File: config.mk
export PLATFORM = sky130hd
export DESIGN_NAME = fetch_queue_flat
export DESIGN_NICKNAME = d
export VERILOG_FILES = /design/src/rtl/fetch_pkg.sv /design/src/rtl/fetch_queue_if.sv /design/src/rtl/fetch_queue_rotate.sv /design/src/rtl/fetch_queue.sv /design/src/flat_wrapper.sv
export SDC_FILE = /design/constraint.sdc
export NUM_CORES = 2
export LEC_CHECK = 0
export CORE_ASPECT_RATIO = 0.9
export CORE_MARGIN = 2
export CORE_UTILIZATION = 30
export CTS_BUF_LIST = sky130_fd_sc_hd__clkbuf_4 sky130_fd_sc_hd__clkbuf_8
export DETAILED_ROUTE_END_ITERATION = 10
export HOLD_SLACK_MARGIN = 0.08
export PLACE_DENSITY_LB_ADDON = 0.15
export REMOVE_ABC_BUFFERS = 1
export SYNTH_ARGS = -nofsm -noshare
export SYNTH_HDL_FRONTEND = slang
export SYNTH_SLANG_ARGS = --single-unit
File: constraint.sdc
create_clock -name CLK -period 3.68 [get_ports CLK]
set_input_delay 0.736 -clock CLK [delete_from_list [all_inputs] [get_ports CLK]]
set_output_delay 0.736 -clock CLK [all_outputs]
set_load 0.02 [all_outputs]
File: src/rtl/fetch_pkg.sv
// Shared constants, default parameters and width helpers for the fetch queue.
package fetch_pkg;

  localparam int unsigned DEF_DATA_W  = 32;
  localparam int unsigned DEF_DEPTH   = 8;
  localparam int unsigned DEF_FETCH_W = 2;
  localparam int unsigned DEF_ISSUE_W = 2;

  // Encoding presented on lanes that hold no valid instruction
  localparam logic [DEF_DATA_W-1:0] NOP = '0;

  // Bits needed to index n entries (at least one bit)
  function automatic int unsigned ptr_w(input int unsigned n);
    return (n > 1) ? $clog2(n) : 1;
  endfunction

  // Bits needed to hold a count from 0 to n inclusive
  function automatic int unsigned cnt_w(input int unsigned n);
    return $clog2(n + 1);
  endfunction

endpackage

File: src/rtl/fetch_queue_if.sv
// Fetch-side push bus and decode-side issue bus of the fetch queue.
interface fetch_queue_if
  import fetch_pkg::*;
#(
  parameter int unsigned DATA_W  = DEF_DATA_W,
  parameter int unsigned DEPTH   = DEF_DEPTH,
  parameter int unsigned FETCH_W = DEF_FETCH_W,
  parameter int unsigned ISSUE_W = DEF_ISSUE_W
) ();

  logic [FETCH_W-1:0]          in_valid;
  logic [FETCH_W*DATA_W-1:0]   in_instr;
  logic [FETCH_W*DATA_W-1:0]   in_pc;
  logic                        in_ready;
  logic [ISSUE_W-1:0]          out_valid;
  logic [ISSUE_W*DATA_W-1:0]   out_instr;
  logic [ISSUE_W*DATA_W-1:0]   out_pc;
  logic [cnt_w(ISSUE_W)-1:0]   out_take;
  logic [cnt_w(DEPTH)-1:0]     count;

  modport master (
    output in_valid, in_instr, in_pc, out_take,
    input  in_ready, out_valid, out_instr, out_pc, count
  );

  modport slave (
    input  in_valid, in_instr, in_pc, out_take,
    output in_ready, out_valid, out_instr, out_pc, count
  );

endinterface

File: src/rtl/fetch_queue_rotate.sv
// Head-aligned read mux: lane i shows entry (head + i), masked to NOP beyond occupancy.
module fetch_queue_rotate
  import fetch_pkg::*;
#(
  parameter int unsigned DATA_W  = DEF_DATA_W,
  parameter int unsigned DEPTH   = DEF_DEPTH,
  parameter int unsigned ISSUE_W = DEF_ISSUE_W
) (
  input  logic [DEPTH-1:0][DATA_W-1:0] i_instr,
  input  logic [DEPTH-1:0][DATA_W-1:0] i_pc,
  input  logic [ptr_w(DEPTH)-1:0]      i_head,
  input  logic [cnt_w(DEPTH)-1:0]      i_count,
  output logic [ISSUE_W-1:0]           o_valid,
  output logic [ISSUE_W*DATA_W-1:0]    o_instr,
  output logic [ISSUE_W*DATA_W-1:0]    o_pc
);

  localparam int unsigned PTR_W = ptr_w(DEPTH);
  localparam int unsigned CNT_W = cnt_w(DEPTH);

  // Select head-relative entries; pointer add wraps naturally at DEPTH
  always_comb begin
    o_valid = '0;
    o_instr = {ISSUE_W{DATA_W'(NOP)}};
    o_pc    = '0;
    for (int i = 0; i < int'(ISSUE_W); i++) begin
      if (i_count > CNT_W'(i)) begin
        o_valid[i]                 = 1'b1;
        o_instr[i*DATA_W +: DATA_W] = i_instr[i_head + PTR_W'(i)];
        o_pc[i*DATA_W +: DATA_W]    = i_pc[i_head + PTR_W'(i)];
      end
    end
  end

endmodule

File: src/rtl/fetch_queue.sv
// Multi-lane instruction fetch queue between fetch and decode.
module fetch_queue
  import fetch_pkg::*;
#(
  parameter int unsigned DATA_W  = DEF_DATA_W,
  parameter int unsigned DEPTH   = DEF_DEPTH,
  parameter int unsigned FETCH_W = DEF_FETCH_W,
  parameter int unsigned ISSUE_W = DEF_ISSUE_W
) (
  input  logic         CLK,
  input  logic         RESET,
  input  logic         FREEZE,
  input  logic         flush,
  fetch_queue_if.slave fq
);

  localparam int unsigned PTR_W  = ptr_w(DEPTH);
  localparam int unsigned CNT_W  = cnt_w(DEPTH);
  localparam int unsigned LANE_W = cnt_w(FETCH_W);

  logic [DEPTH-1:0][DATA_W-1:0] r_instr;
  logic [DEPTH-1:0][DATA_W-1:0] r_pc;
  logic [PTR_W-1:0]             r_head;
  logic [PTR_W-1:0]             r_tail;
  logic [CNT_W-1:0]             r_count;

  logic [LANE_W-1:0] w_prefix;
  logic [LANE_W-1:0] w_push_n;
  logic              w_run;
  logic              w_ready;
  logic [CNT_W-1:0]  w_space;
  logic [CNT_W-1:0]  w_avail;
  logic [CNT_W-1:0]  w_take;
  logic [CNT_W-1:0]  w_pop_n;

  // Length of the contiguous valid run starting at lane 0
  always_comb begin
    w_prefix = '0;
    w_run    = 1'b1;
    for (int i = 0; i < int'(FETCH_W); i++) begin
      w_run = w_run & fq.in_valid[i];
      if (w_run) w_prefix = w_prefix + LANE_W'(1);
    end
  end

  // Ready looks only at pre-pop occupancy so it never depends on out_take
  assign w_space  = CNT_W'(DEPTH) - r_count;
  assign w_ready  = RESET & ~FREEZE & ~flush & (w_space >= CNT_W'(FETCH_W));
  assign w_push_n = w_ready ? w_prefix : '0;

  // Pop clipped to both the issue width and the current occupancy
  assign w_avail = (r_count < CNT_W'(ISSUE_W)) ? r_count : CNT_W'(ISSUE_W);
  assign w_take  = CNT_W'(fq.out_take);
  assign w_pop_n = (FREEZE | flush) ? '0 : ((w_take < w_avail) ? w_take : w_avail);

  // Head, tail and occupancy; flush outranks FREEZE
  always_ff @(posedge CLK or negedge RESET) begin
    if (!RESET) begin
      r_head  <= '0;
      r_tail  <= '0;
      r_count <= '0;
    end else if (flush) begin
      r_head  <= '0;
      r_tail  <= '0;
      r_count <= '0;
    end else if (!FREEZE) begin
      r_head  <= r_head + PTR_W'(w_pop_n);
      r_tail  <= r_tail + PTR_W'(w_push_n);
      r_count <= r_count + CNT_W'(w_push_n) - w_pop_n;
    end
  end

  // Write accepted lanes at the tail in lane order; storage is never reset
  always_ff @(posedge CLK) begin
    for (int i = 0; i < int'(FETCH_W); i++) begin
      if (LANE_W'(i) < w_push_n) begin
        r_instr[r_tail + PTR_W'(i)] <= fq.in_instr[i*DATA_W +: DATA_W];
        r_pc[r_tail + PTR_W'(i)]    <= fq.in_pc[i*DATA_W +: DATA_W];
      end
    end
  end

  fetch_queue_rotate #(
    .DATA_W  (DATA_W),
    .DEPTH   (DEPTH),
    .ISSUE_W (ISSUE_W)
  ) u_rotate (
    .i_instr (r_instr),
    .i_pc    (r_pc),
    .i_head  (r_head),
    .i_count (r_count),
    .o_valid (fq.out_valid),
    .o_instr (fq.out_instr),
    .o_pc    (fq.out_pc)
  );

  assign fq.in_ready = w_ready;
  assign fq.count    = r_count;

endmodule

File: src/flat_wrapper.sv
// flat-port wrapper written by rule: the top's interface ports become plain ports
module fetch_queue_flat import fetch_pkg::*;
#(
  parameter int unsigned DATA_W  = DEF_DATA_W,
  parameter int unsigned DEPTH   = DEF_DEPTH,
  parameter int unsigned FETCH_W = DEF_FETCH_W,
  parameter int unsigned ISSUE_W = DEF_ISSUE_W
)
  (CLK, RESET, FREEZE, flush, fq_in_valid, fq_in_instr, fq_in_pc, fq_out_take, fq_in_ready, fq_out_valid, fq_out_instr, fq_out_pc, fq_count);
  fetch_queue_if #(.DATA_W(DATA_W), .DEPTH(DEPTH), .FETCH_W(FETCH_W), .ISSUE_W(ISSUE_W)) fq_i ();
  input  logic CLK;
  input  logic RESET;
  input  logic FREEZE;
  input  logic flush;
  input wire logic [$bits(fq_i.in_valid)-1:0] fq_in_valid;
  input wire logic [$bits(fq_i.in_instr)-1:0] fq_in_instr;
  input wire logic [$bits(fq_i.in_pc)-1:0] fq_in_pc;
  input wire logic [$bits(fq_i.out_take)-1:0] fq_out_take;
  output wire logic [$bits(fq_i.in_ready)-1:0] fq_in_ready;
  output wire logic [$bits(fq_i.out_valid)-1:0] fq_out_valid;
  output wire logic [$bits(fq_i.out_instr)-1:0] fq_out_instr;
  output wire logic [$bits(fq_i.out_pc)-1:0] fq_out_pc;
  output wire logic [$bits(fq_i.count)-1:0] fq_count;
  assign fq_i.in_valid = fq_in_valid;
  assign fq_i.in_instr = fq_in_instr;
  assign fq_i.in_pc = fq_in_pc;
  assign fq_i.out_take = fq_out_take;
  assign fq_in_ready = fq_i.in_ready;
  assign fq_out_valid = fq_i.out_valid;
  assign fq_out_instr = fq_i.out_instr;
  assign fq_out_pc = fq_i.out_pc;
  assign fq_count = fq_i.count;
  fetch_queue #(.DATA_W(DATA_W), .DEPTH(DEPTH), .FETCH_W(FETCH_W), .ISSUE_W(ISSUE_W)) u_core (.CLK(CLK), .RESET(RESET), .FREEZE(FREEZE), .flush(flush), .fq(fq_i));
endmodule
======== After elaboration in Yosys (flattened, before gate mapping) ========
Cells that the tools add are included.
W data, S select, Z words.
word-level totals
  flip-flop bits (word level) ............. 522
  bits of input ports ..................... 136
  output and inout bits ................... 135
  word-level logic and storage cells ...... 88
cells by class
  add/sub/neg operators ................... 8
  $lt $le $gt $ge ......................... 13
  equal/unequal tests ..................... 1
  muxes and demuxes ....................... 38
  bitwise operators ....................... 7
  reduce and logical (&&, ||, !) cells .... 2
operators with widths
  kind                   count
  $bwmux W256            4
  $mux W256              4
  $bmux W32 S3           4
  $mux W32               10
  $demux W32 S3          2
  $mux W4                5
  $lt A3 B4 Y1 const B   4
  $mux W3                4
  $gt A4 B1 Y1 const B   2
  $add A3 B1 Y3 const B  2
  $ge A3 B1 Y1 const B   2
  $add A4 B2 Y4          1
  $and A1 B1 Y1          4
  $ge A4 B2 Y1 const B   1
  $lt A1 B2 Y1 const A   2
  $lt A2 B4 Y1           1
  $lt A4 B2 Y1 const B   1
  $mux W2                2
  $sub A4 B4 Y4          1
  $sub A4 B4 Y4 const A  1
  $add A3 B2 Y3          1
  $add A3 B3 Y3          1
  $mux W1                3
  $add A2 B1 Y2 const B  1
  4 further kinds        6

======== Logic depth before layout (Yosys ltp) ========
  depth in word-level cells ............... 9
  mapped depth ............................ 16
  depth with buffers taken out ............ 16

======== Cells and area by module ========
From an unflattened synthesis, not the netlist that was laid out.
second synthesis, totals
  cell total of the unflattened synthesis .. 3770
  area, all modules ....................... 32333.5 um^2
modules (own cells, without submodules)
  module              instances  cells an instance  area an instance (um^2)  sequential area each (um^2)
  fetch_queue         1          3293               24913.9                  10500.1
  fetch_queue_rotate  1          477                7419.6                   0.0

======== Least setup slack after synthesis ========
OpenSTA, ideal clock, no wires.
  kind .................................... register -> register
  start point ............................. register u_core.r_count[0], in the netlist u_core.fq.count[0]
  end point ............................... register u_core.r_count[3], in the netlist u_core.fq.count[3]
  setup time .............................. 0.094 ns
  arrival ................................. 3.540 ns
  required time ........................... 3.586 ns
  slack ................................... 0.045 ns
  stages on the path, launching flop included .. 15
  path buffers ............................ 2
  period minus slack after synthesis ...... 3.635 ns
  path through ............................ dfrtp_1 inv_1 ha_1 nor3b_1 o2111a_1 buf_2 clkbuf_1 nor3_1 fa_1 ha_1 a21o_1 a21oi_1 xor2_1 nor2_1 a211oi_1
on the way
  longest elaborated chain between the ends .. 8
  elaborated cells on any way between the ends .. 13
  classes of those cells .................. add/sub (3); order compare (3); mux (6); bitwise (1)
RTL lines
  element                                               RTL line                              source
  start: declaration                                    fetch_queue.sv:25                     logic [CNT_W-1:0] r_count;
  start signal: assignment                              fetch_queue.sv:69                     r_count <= r_count + CNT_W'(w_push_n) - w_pop_n;
  $sub A4 B4 Y4 / $lt A4 B2 Y1 (equally long branches)  fetch_queue.sv:47, fetch_queue.sv:52
  $ge A4 B2 Y1 / $mux W4 (equally long branches)        fetch_queue.sv:48, fetch_queue.sv:52
  $and A1 B1 Y1 / $lt A2 B4 Y1 (equally long branches)  fetch_queue.sv:48, fetch_queue.sv:54
  $mux W2 / $mux W4 (equally long branches)             fetch_queue.sv:49, fetch_queue.sv:54
  $add A4 B2 Y4 / $mux W4 (equally long branches)       fetch_queue.sv:69, fetch_queue.sv:54
  $sub A4 B4 Y4 *                                       fetch_queue.sv:69
  $mux W4 *                                             fetch_queue.sv:66                     end else if (!FREEZE) begin
  $mux W4 *                                             fetch_queue.sv:62                     end else if (flush) begin
Every way passes the cells marked *; elsewhere a longest branch is shown, timed or not. The select of a mux whose other input is x is not followed.
A chain may end at the register's enable or synchronous reset.

======== Worst setup path after layout ========
  start point ............................. register u_core.r_head[0]
  end point ............................... output port fq_out_pc[53]
on the way
  longest elaborated chain between the ends .. 4
RTL lines
  element                         RTL line                  source
  start: declaration              fetch_queue.sv:23         logic [PTR_W-1:0] r_head;
  start signal: assignment        fetch_queue.sv:67         r_head <= r_head + PTR_W'(w_pop_n);
  $add A3 B1 Y3                   fetch_queue_rotate.sv:30  o_pc[i*DATA_W +: DATA_W] = i_pc[i_head + PTR_W'(i)];
  $bmux W32 S3                    fetch_queue_rotate.sv:30
  $mux W32 (not written as such)  fetch_queue_rotate.sv:30
  $mux W32                        fetch_queue_rotate.sv:27  if (i_count > CNT_W'(i)) begin
  end: declaration                flat_wrapper.sv:22        output wire logic [$bits(fq_i.out_pc)-1:0] fq_out_pc;
No other way between the ends. The select of a mux whose other input is x is not followed.

==> metrics.txt <==
# TYPE chip_impl_metric gauge
chip_impl_info{name="status",value="complete, but fails checks"} 1
chip_impl_info{name="violations",value="setup timing"} 1
chip_impl_info{name="synth_top_flop_cell",value="sky130_fd_sc_hd__dfxtp_1"} 1
chip_impl_metric{name="area_growth",unit="%"} 26.1
chip_impl_metric{name="drv_cap",unit=""} 0
chip_impl_metric{name="die_y",unit="µm"} 309
chip_impl_metric{name="nFillCells",unit=""} 10400
chip_impl_metric{name="slew_violations",unit=""} 0
chip_impl_metric{name="yosys.cell_types.count",unit=""} 47
chip_impl_metric{name="layout.nets",unit=""} 4040
chip_impl_metric{name="setup_viol_count_final",unit=""} 4
chip_impl_metric{name="critPathArrivalTime",unit="ps"} 2970
chip_impl_info{name="layout.cells.most_common_list",value="sky130_fd_sc_hd__nand2_1, sky130_fd_sc_hd__nor2_1, sky130_fd_sc_hd__dfxtp_1"} 1
chip_impl_metric{name="portbufs",unit=""} 270
chip_impl_metric{name="grt_pass1_wl",unit="mm"} 208
chip_impl_info{name="most_frequent_standard_cell_in_the_layout_excluding_fill_and_tap_cells",value="sky130_fd_sc_hd__nand2_1"} 1
chip_impl_metric{name="synthesis.instances",unit=""} 3749
chip_impl_metric{name="period_minus_slack",unit="ps"} 3710
chip_impl_metric{name="placed_cells",unit=""} 5072
chip_impl_info{name="setup_repair_after_global_routing_missed_its_margin",value="yes"} 1
chip_impl_metric{name="worstPathMaxFanout",unit=""} 8
chip_impl_info{name="cp_endpoint",value="fq_out_pc[53]"} 1
chip_impl_metric{name="worstMarginPinSlew",unit="ps"} 983
chip_impl_metric{name="yosys_register_bits",unit=""} 522
chip_impl_metric{name="postLayoutCoreUtil",unit="%"} 38.3
chip_impl_metric{name="viasPerCell",unit=""} 5.81
chip_impl_info{name="setup.worst_path.end_class",value="output pin"} 1
chip_impl_metric{name="cellPowerDensity",unit="mW/mm²"} 568
chip_impl_metric{name="setup_total_negative_slack",unit="ps"} -71.3
chip_impl_metric{name="finalWeightedCongestion",unit=""} 0.792
chip_impl_info{name="critical_path.startpoint",value="u_core.r_head[0]"} 1
chip_impl_metric{name="antenna_left",unit=""} 0
chip_impl_info{name="crit_type",value="reg2out"} 1
chip_impl_metric{name="regToRegSetupSlack",unit="ps"} 410
chip_impl_metric{name="fin_cells",unit=""} 5325
chip_impl_info{name="worst_setup_path_start_kind",value="flip-flop"} 1
chip_impl_metric{name="maxClockFrequency",unit="MHz"} 270
chip_impl_metric{name="synth_edf_count",unit=""} 0
chip_impl_metric{name="fin_worst_skew",unit="ps"} 23.9
chip_impl_metric{name="detailroute.wirelength.met2",unit="mm"} 64.2
chip_impl_metric{name="grt_antenna_before_repair",unit=""} 5
chip_impl_metric{name="vias_in_the_first_global_route",unit=""} 29200
chip_impl_info{name="cts-root-buf",value="sky130_fd_sc_hd__clkbuf_8"} 1
chip_impl_metric{name="ctsLongestPathBuffers",unit=""} 3
chip_impl_metric{name="fin_ws",unit="ps"} -28.5
chip_impl_metric{name="asyncSetResetFlopFracSynth",unit="%"} 1.92
chip_impl_metric{name="report.final.hold_viol_count",unit=""} 0
chip_impl_metric{name="maxSlewHeadroom",unit="%"} 34.5
chip_impl_metric{name="fp.dieArea",unit="mm²"} 0.106
chip_impl_metric{name="grt_overflow_total",unit=""} 0
chip_impl_info{name="worstReg2RegEnd",value="u_core.fq.count[3]"} 1
chip_impl_metric{name="route.vias.total",unit=""} 31000
chip_impl_metric{name="yosysSeqAreaShare",unit="%"} 33.8
chip_impl_metric{name="drive_above_1_share",unit="%"} 21.5
chip_impl_metric{name="wirelength",unit="mm"} 145
chip_impl_metric{name="hpwlAfterDp",unit="mm"} 80.5
chip_impl_info{name="hold_path_class",value="in2async"} 1
chip_impl_metric{name="global_route.usage.total",unit="%"} 26.5
chip_impl_metric{name="cts-buffers-inserted",unit=""} 101
chip_impl_metric{name="drt_first_pass_iters",unit=""} 6
chip_impl_metric{name="hold_buf_cts",unit=""} 0
chip_impl_metric{name="syn_area",unit="mm²"} 0.0311
chip_impl_metric{name="syn_avg_cell_area",unit="µm²"} 8.29
chip_impl_metric{name="initialDrtViolationCount",unit=""} 3373
chip_impl_metric{name="synth.yosys.warnings",unit=""} 0
chip_impl_metric{name="wl_met1",unit="mm"} 64.8
chip_impl_metric{name="required_time_of_the_worst_setup_path",unit="ps"} 2940
chip_impl_metric{name="ff2ff_path_depth",unit=""} 13
chip_impl_metric{name="worst_skew_pair.late_latency",unit="ps"} 720
chip_impl_info{name="tritoncts",value="built"} 1
chip_impl_metric{name="coreArea",unit="mm²"} 0.102
chip_impl_info{name="largest_area_contributor_in_the_synthesized_netlist",value="sky130_fd_sc_hd__dfxtp_1"} 1
chip_impl_metric{name="floorplan.rows",unit=""} 111
chip_impl_info{name="critical_path.reg2reg.startpoint",value="u_core.fq.count[1]"} 1
chip_impl_info{name="maxUsedRoutingLayer",value="met5"} 1
chip_impl_metric{name="post-route-period-util",unit="%"} 101
chip_impl_metric{name="power.static_leakage",unit="µW"} 0.0149
chip_impl_metric{name="yosysTopAreaCellShare",unit="%"} 33.0
chip_impl_metric{name="drc",unit=""} 0
chip_impl_metric{name="initial_core_util",unit="%"} 30.4
chip_impl_metric{name="floorplan.die.width",unit="µm"} 343
chip_impl_metric{name="clkSlewWorstSetupHoldPaths",unit="ps"} 60
chip_impl_metric{name="htree_num_levels",unit=""} 3
chip_impl_metric{name="grt_start_max_net_pins",unit=""} 129
chip_impl_info{name="synth_area_leaders",value="sky130_fd_sc_hd__dfxtp_1, sky130_fd_sc_hd__mux4_2, sky130_fd_sc_hd__nand2_1"} 1
chip_impl_metric{name="design.portCount",unit=""} 271
chip_impl_metric{name="worst_vdd_rail_ir_drop",unit="mV"} 0.317
chip_impl_metric{name="wl_met3",unit="mm"} 12.5
chip_impl_metric{name="clock_sinks",unit=""} 522
chip_impl_metric{name="routed_wire_length_per_instance",unit="µm"} 27.3
==> kinds of logic after synthesis <==
group / after synthesis / synth area share, %
muxes: 355 / 21.7
and+or+nand+nor: 1594 / 22.0
buffers and inverters: 465 / 6.30
adders and majority gates: 18 / 0.822
AOI/OAI and AO/OA: 789 / 15.1
DFF: 522 / 33.8
xor gates and xnor gates: 6 / 0.169
==> power breakdown <==
| part | leakage, µW | internal (µW) | switching, µW |
|---|---|---|---|
| registers | 0.00430 | 6520 | 650 |
| logic | 0.00941 | 3560 | 4980 |
| clock network | 0.00118 | 3690 | 2830 |
| total | 0.0149 | 13800 | 8450 |
==> state kept, by name, indices dropped and copies added, names as in the netlist <==
| signal | flops |
|---|---|
| u_core.fq.count | 4 |
| u_core.r_head | 3 |
| u_core.r_instr | 256 |
| u_core.r_pc | 256 |
| u_core.r_tail | 3 |
==> Yosys cell counts, types with 3 or more instances <==
master / count
sky130_fd_sc_hd__or4_1: 4
sky130_fd_sc_hd__nor3_4: 3
sky130_fd_sc_hd__dfrtp_1: 10
sky130_fd_sc_hd__inv_1: 15
sky130_fd_sc_hd__a31oi_1: 256
sky130_fd_sc_hd__nor2b_1: 44
sky130_fd_sc_hd__buf_6: 5
sky130_fd_sc_hd__o21ai_0: 67
sky130_fd_sc_hd__a211oi_1: 33
sky130_fd_sc_hd__nor3_1: 4
sky130_fd_sc_hd__fa_1: 4
sky130_fd_sc_hd__mux4_2: 256
sky130_fd_sc_hd__clkbuf_2: 50
sky130_fd_sc_hd__buf_1: 28
sky130_fd_sc_hd__and3_1: 9
sky130_fd_sc_hd__or3_1: 4
sky130_fd_sc_hd__nand2_1: 678
sky130_fd_sc_hd__nand3_1: 185
sky130_fd_sc_hd__dfxtp_1: 512
sky130_fd_sc_hd__nand4_1: 92
sky130_fd_sc_hd__clkbuf_1: 279
sky130_fd_sc_hd__and4_1: 26
sky130_fd_sc_hd__buf_2: 86
sky130_fd_sc_hd__mux2i_1: 99
sky130_fd_sc_hd__o21a_1: 98
sky130_fd_sc_hd__ha_1: 14
sky130_fd_sc_hd__nor2_1: 532
sky130_fd_sc_hd__o31ai_1: 34
sky130_fd_sc_hd__xor2_1: 4
sky130_fd_sc_hd__a21oi_1: 297
==> critical path, stage by stage (launching register included) <==
cell and delay [ps]:
sky130_fd_sc_hd__dfrtp_4 530, sky130_fd_sc_hd__buf_12 150, sky130_fd_sc_hd__ha_4 330, sky130_fd_sc_hd__buf_12 150, sky130_fd_sc_hd__buf_4 130, sky130_fd_sc_hd__buf_16 140
sky130_fd_sc_hd__mux4_2 310, sky130_fd_sc_hd__nand2_2 100, sky130_fd_sc_hd__a21oi_2 70, sky130_fd_sc_hd__buf_4 170, sky130_fd_sc_hd__buf_4 150
==> through the flow <==
stage | instance area (µm²) | power (µW) | setup slack, ps | hold slack (ps)
after floorplan | 29200 | 11600 | -10840 | 437
after global placement | 35600 | 15500 | 34.8 | 450
after detailed placement | 35600 | 15500 | 77.0 | 454
after CTS | 38600 | 22100 | -237 | 293
after global routing | 39200 | 23200 | -114 | 318
final | 39200 | 22200 | -28.5 | 350
==> cell type report <==
class | count | area (µm²) | share of cell area [%]
timing repair buffer | 483 | 5390 | 13.8
clock buffer | 166 | 2080 | 5.32
clock inverter | 14 | 133 | 0.339
inverter | 16 | 60.1 | 0.153
antenna | 6 | 15.0 | 0.0383
multi-input combinational | 2762 | 19300 | 49.2
tap | 1356 | 1700 | 4.33
sequential | 522 | 10500 | 26.8
==> what timing repair did <==
item	in CTS	in global routing
setup buffers	18	34
pin swaps	2	10
gates cloned	12	6
resized for setup	337	225
setup endpoints to repair	129	93
==> worst min-delay path by stage <==
stage                                   start             endpoint  slack (ps)  depth (start not counted)
after detailed placement      u_core.r_pc[98]      u_core.r_pc[98]         450                          2
after global placement    u_core.r_instr[124]  u_core.r_instr[124]         450                          2
after global routing                    RESET   u_core.fq.count[2]         320                          2
final                                   RESET     u_core.r_tail[2]         350                          2
after floorplan                         RESET   u_core.fq.count[0]         440                          0
after CTS                               RESET   u_core.fq.count[2]         290                          2
==> layer usage <==
layer | up-vias | global-route usage (%)
met5 | - | 0
li1 | 13700 | -
met4 | 2 | 7.82
met2 | 1557 | 40.4
met3 | 241 | 4.72
met1 | 15400 | 38.1
Note: power is estimated with default switching activity, not from simulation.
